$ cat src/rtl/multi_16bit.sv
// Sequential unsigned 16x16 shift-and-add multiplier, one partial product per clock.
// A start in IDLE captures the operands; done pulses for one cycle with the product on yout.
module multi_16bit (
    input  logic        clk,
    input  logic        rst_n,
    input  logic        start,
    input  logic [15:0] ain,
    input  logic [15:0] bin,
    output logic [31:0] yout,
    output logic        done
);

    localparam int unsigned AW = 16;
    localparam int unsigned PW = 32;
    localparam int unsigned CW = 4;

    localparam logic [1:0] S_IDLE = 2'd0;
    localparam logic [1:0] S_BUSY = 2'd1;
    localparam logic [1:0] S_DONE = 2'd2;

    localparam logic [CW-1:0] CNT_LAST = CW'(AW - 1);

    logic [1:0]    state, state_nxt;
    logic [PW-1:0] a_r, a_nxt;
    logic [AW-1:0] b_r, b_nxt;
    logic [PW-1:0] acc, acc_nxt;
    logic [CW-1:0] cnt, cnt_nxt;
    logic [PW-1:0] yout_nxt;
    logic          done_nxt;

    logic [PW-1:0] addend;
    logic [PW-1:0] acc_sum;

    // Partial product for the current multiplier LSB; the sum cannot exceed 0xFFFE0001.
    assign addend  = b_r[0] ? a_r : '0;
    assign acc_sum = acc + addend;

    // State and datapath registers; reset also discards any in-flight operation.
    always_ff @(posedge clk or negedge rst_n) begin
        if (!rst_n) begin
            state <= S_IDLE;
            a_r   <= '0;
            b_r   <= '0;
            acc   <= '0;
            cnt   <= '0;
            yout  <= '0;
            done  <= 1'b0;
        end else begin
            state <= state_nxt;
            a_r   <= a_nxt;
            b_r   <= b_nxt;
            acc   <= acc_nxt;
            cnt   <= cnt_nxt;
            yout  <= yout_nxt;
            done  <= done_nxt;
        end
    end

    // Next-state and datapath update; yout only moves on the final iteration.
    always_comb begin
        state_nxt = state;
        a_nxt     = a_r;
        b_nxt     = b_r;
        acc_nxt   = acc;
        cnt_nxt   = cnt;
        yout_nxt  = yout;
        done_nxt  = 1'b0;

        case (state)
            S_IDLE: begin
                if (start) begin
                    a_nxt     = PW'(ain);
                    b_nxt     = bin;
                    acc_nxt   = '0;
                    cnt_nxt   = '0;
                    state_nxt = S_BUSY;
                end
            end
            S_BUSY: begin
                acc_nxt = acc_sum;
                a_nxt   = {a_r[PW-2:0], 1'b0};
                b_nxt   = {1'b0, b_r[AW-1:1]};
                cnt_nxt = cnt + CW'(1);
                if (cnt == CNT_LAST) begin
                    yout_nxt  = acc_sum;
                    done_nxt  = 1'b1;
                    state_nxt = S_DONE;
                end
            end
            S_DONE: begin
                state_nxt = S_IDLE;
            end
            default: begin
                state_nxt = S_IDLE;
            end
        endcase
    end

endmodule

$ cat config.mk
export PLATFORM = sky130hd
export DESIGN_NAME = multi_16bit
export DESIGN_NICKNAME = d
export VERILOG_FILES = /design/src/rtl/multi_16bit.sv
export SDC_FILE = /design/constraint.sdc
export NUM_CORES = 1
export LEC_CHECK = 0
export ABC_AREA = 1
export CORE_MARGIN = 3
export CORE_UTILIZATION = 50
export CTS_CLUSTER_SIZE = 40
export DETAILED_ROUTE_END_ITERATION = 16
export DONT_BUFFER_PORTS = 1
export GPL_ROUTABILITY_DRIVEN = 0
export GPL_TIMING_DRIVEN = 0
export MAX_ROUTING_LAYER = met4
export PLACE_DENSITY = 0.7
export SLEW_MARGIN = 20
export SYNTH_ARGS = -nofsm -noshare
export SYNTH_HDL_FRONTEND = slang
export SYNTH_SLANG_ARGS = --single-unit
export TNS_END_PERCENT = 50
$ cat constraint.sdc
create_clock -name clk -period 2.5 [get_ports clk]
set_clock_uncertainty 0.05 [all_clocks]
set_input_delay 0.375 -clock clk [delete_from_list [all_inputs] [get_ports clk]]
set_output_delay 0.375 -clock clk [all_outputs]
set_load 0.01 [all_outputs]
# Word level (Yosys, flattened, before mapping)

Index checks and enable logic that the tools add are counted.
Widths: inputs -> output; s select.

Add/sub/neg operators: 2
Eq/ne operators: 4
Muxes and demuxes: 14
Reduce and logical (&&, ||, !) cells: 5

Operators by type and width:

| operator            | number |
|---|---|
| $pmux 32 s2         | 2 |
| $mux 32             | 3 |
| $add 32x32->32      | 1 |
| $pmux 16 s2         | 1 |
| $mux 16             | 1 |
| $pmux 4 s2          | 1 |
| $reduce_and 2->1    | 3 |
| $add 4x1->4 const B | 1 |
| $eq 4x4->1 const B  | 1 |
| $mux 2              | 2 |
| $mux 4              | 1 |
| $ne 2x2->1 const B  | 2 |
| $pmux 2 s2          | 1 |
| $eq 2x1->1 const B  | 1 |
| $logic_not 2->1     | 1 |
| $mux 1              | 2 |
| $reduce_bool 2->1   | 1 |

Register bits after elaboration: 119
Input port bits: 35
Word-level logic and storage cells: 32

# Longest topological paths before layout

Depth after elaboration: 3
Gate-level depth with buffers: 16
Depth with buffers taken out: 14

# Worst setup path before layout

OpenSTA, ideal clock, no wires.

Path type: reg-to-reg
From: register b_r[0]
To: register acc[28]
Library setup time: 0.118 ns
Arrival time: 1.956 ns
Path slack: 0.377 ns
Cell stages (with the launch flop): 14
Buffers on the path: 2
Clock period less this slack: 2.123 ns
Path through: dfrtp_1 > clkbuf_1 > clkbuf_1 > nand2_1 > inv_1 > ha_1 > nand2_1 > inv_1 > a21oi_1 > nand3_2 > nand2_2 > nand3_1 > nand3_1 > nand2_1

Cells in the longest elaborated chain, start to end: 3

RTL lines:

| item                     | RTL line | RTL |
|---|---|---|
| start: declaration       | 25       | `logic [AW-1:0] b_r, b_nxt;` |
| start signal: assignment | 51       | `b_r <= b_nxt;` |
| $mux 32                  | 35       | `assign addend = b_r[0] ? a_r : '0;` |
| $add 32x32->32           | 36       | `assign acc_sum = acc + addend;` |
| $pmux 32 s2              | 69       | `case (state)` |
| end signal: assignment   | 52       | `acc <= acc_nxt;` |
| end: declaration         | 26       | `logic [PW-1:0] acc, acc_nxt;` |

Every way passes these cells.
A chain may end at the register's enable or synchronous reset.

# Worst setup path in the final report

From: register b_r[0]
To: register yout[31]

Cells in the longest elaborated chain, start to end: 2

RTL lines:

| item                   | RTL line | RTL |
|---|---|---|
| $mux 32                | 35       |  |
| $add 32x32->32         | 36       |  |
| end signal: assignment | 54       | `yout <= yout_nxt;` |
| end: declaration       | 9        | `output logic [31:0] yout,` |

Every way passes these cells.

==> impl_metrics.yaml <==
clocking:
  path_clk_slew_ns: 0.06
  cts_tree: "yes"
  clk_latency_ns: 0.43
  cts_buffers: 17
  htreeDepth: 4
  clock_sinks: 119
  clockBufferDepth: 2
  cts_root_buf: "clkbuf_16"
synthesis:
  netlist_area_um2: 7318
  ys_seq_elements: 119
  yosysUniqueCellTypes: 39
  synth_mux_area_frac: 0
  synth_xor_area_frac: 0.01419
  synth_top_family_by_area: "simple AND/OR/NAND/NOR gates"
  synth_edf_count: 0
  synth_fa_ha_area_frac: 0.05745
  yosysSeqAreaShare: 0.4069
  ys_warn_count: 0
  synth_compound_area_frac: 0.09318
  syn_avg_cell_area_um2: 7.133
  synthesis.nets: 1094
  synthFlopType: "dfrtp_1"
  synth-simple-area-share: 0.3163
  syn_inst: 1026
  synthArstFlopShare: 1.000
critical_path:
  endpoint_kind: "register"
  r2r_end: "yout[31]"
  crit_top_cell: "nand2_1"
  cp-endpoint: "yout[31]"
  arrival_ns: 2.64
  crit_chain: "clkbuf_4 > nand2_1 > inv_1 > ha_1 > nand2_1 > nand2_1 > nand2_1 > nand2_1 > inv_1 > nand2_1 > a21oi_1 > nand3_1 > nand3_2 > nand2_1"
  path_max_fanout: 10
  cp-start-kind: "register"
  crit_type: "register to register"
  r2r-start: "b_r[0]"
  r2r_cells: 14
  cp.required_ns: 2.76
  max_stage_delay_ns: 0.46
  reg2reg_slack_ns: 0.12
  cp_slowest_cell: "dfrtp_2"
  crit_path_start: "b_r[0]"
routing:
  wl_um: 18460
  wl_per_cell_um: 14.91
  drtAntennaViolNets: 0
  drc: 0
  drt-initial-drc-count: 438
  viasPerCell: 5.061
  via_count: 6266
  drtPass1Iterations: 5
finish:
  drive_above_1_share: 0.1323
  diodes: 0
  instances_no_fill: 1238
  final_util: 0.5866
  mostFrequentLayoutCell: "nand2_1"
  syn2layout_area_growth_pct: 12.99
  final_cell_area_um2: 8269
  final_cell_mix: "nand2_1, inv_1, dfrtp_1"
  fin_nets: 1113
pwr:
  vdd_drop_max_mv: 0.6495
  p_per_area_nw_per_um2: 1396
  p_leak_nw: 4.700
floorplanning:
  io_pins: 68
  die_x_um: 127.0
  die_h_um: 127.0
  die_area_um2: 16120
  rows: 43
  initial_core_util: 0.5192
  core_um2: 14100
grt:
  grt-ovfl-total: 0
  first_global_vias: 6175
  grt_max_degree: 120
  antenna_found_initial: 0
  grt_pass1_wl_um: 30510
  grt_use_total: 0.2454
run:
  max_cap_violations: 0
timing:
  layout_min_cycle_time_ns: 2.378
  hold_violations: 119
  worst_slew_pin_slew_ns: 0.6179
  finalCritPeriodShare: 0.9511
  setup_violations: 0
  slew_headroom: 0.5881
  fmax_ghz: 0.4205
  rsz0062_at_grt: "true"
  timing.hold.ws_ns: -0.4028
  finalSetupTns_ns: 0
  slew_viol_final: 0
placement:
  placedCellCount: 1206
  io_buffers: 0
  dpl.hpwl_um: 13630
  place_area_um2: 7543
worst_hold_path:
  min-delay-path-class: "primary input to asynchronous set/reset pin"
run_status:
  violations: "hold timing"
  status: "complete, but fails checks"
## stage by stage
stage          power [mW]  hold slack, ns  setup slack, ns
2_1_floorplan       7.464         0.02941           0.3768
4_1_cts             11.36         -0.4138          0.03308
3_3_place_gp        8.630         0.03340          -0.2035
3_5_place_dp        8.752         0.03306          -0.2708
6_report            11.55         -0.4028           0.1221
5_1_grt             12.52         -0.4165         -0.03179
## power breakdown
group	internal [mW]	switching (mW)
sequential	2.83	0.670
combinational	1.94	3.56
clock	1.60	0.941
## registers in the layout, indices dropped and copies added (netlist names)
signal	flops
yout	32
done	1
state	2
a_r	32
b_r	16
cnt	4
acc	32
## critical path, delay by kind of cell (launching register included)
family | cells | cell delay, ns
adders and majority gates | 1 | 0.38
DFF | 1 | 0.46
and+or+nand+nor | 9 | 0.84
buffers and inverters | 3 | 0.34
AOI/OAI and AO/OA | 1 | 0.19
## metal layers
metal  track usage  routed length, um
met3       0.05142               1160
met4       0.06562                296
met1        0.3375               8862
met2        0.3730               8144
met5             -                  0
## cell usage after synthesis (3+ instances only)
library cell / n / share of area
nand2_1: 408 / 0.21
inv_1: 176 / 0.090
dfrtp_1: 119 / 0.41
nand3_1: 53 / 0.036
ha_1: 32 / 0.055
nor2_1: 31 / 0.016
o21ai_1: 24 / 0.016
nand2_2: 21 / 0.018
a21oi_1: 19 / 0.013
buf_2: 16 / 0.011
a22oi_1: 14 / 0.014
o22ai_1: 14 / 0.012
clkbuf_1: 11 / 0.0056
nor2_2: 10 / 0.0085
o221ai_1: 9 / 0.011
o211ai_1: 8 / 0.0082
nand3_2: 7 / 0.0096
o21ai_0: 7 / 0.0048
inv_2: 6 / 0.0031
xnor2_1: 5 / 0.0060
xor2_1: 5 / 0.0060
a21oi_2: 4 / 0.0048
nand3b_1: 3 / 0.0031
nor3_2: 3 / 0.0041
or2_2: 3 / 0.0026
## worst min path at each step
stage | from | end | cells past startpoint
6_report | rst_n | acc[13] | 0
5_1_grt | rst_n | acc[7] | 0
3_3_place_gp | rst_n | done | 0
2_1_floorplan | rst_n | a_r[0] | 0
3_5_place_dp | rst_n | done | 0
4_1_cts | rst_n | a_r[16] | 0
## cell type report
type | instances | area, um^2
sequential | 119 | 2979
multi-input combinational | 696 | 3621
fill | 1336 | 5827
timing repair buffer | 1 | 7.507
buffer | 28 | 141.4
clock buffer | 18 | 439.2
clock inverter | 14 | 172.7
inverter | 182 | 683.2
tap | 180 | 225.2
## timing repair
action	in CTS	in global routing
cloned	0	0
gates resized for setup	4	31
pin swaps	0	1
endpoints found under the setup margin	47	38
hold endpoints to repair	119	119
buffers inserted	0	1
## cell families (layout without fill, tap and decap cells)
group | Yosys count | after routing
adders and majority gates | 33 | 33
xor gates and xnor gates | 11 | 11
buffers and inverters | 211 | 243
and+or+nand+nor | 545 | 545
DFF | 119 | 119
AOI/OAI and AO/OA | 107 | 107
Power figures use the tool's default switching activity.
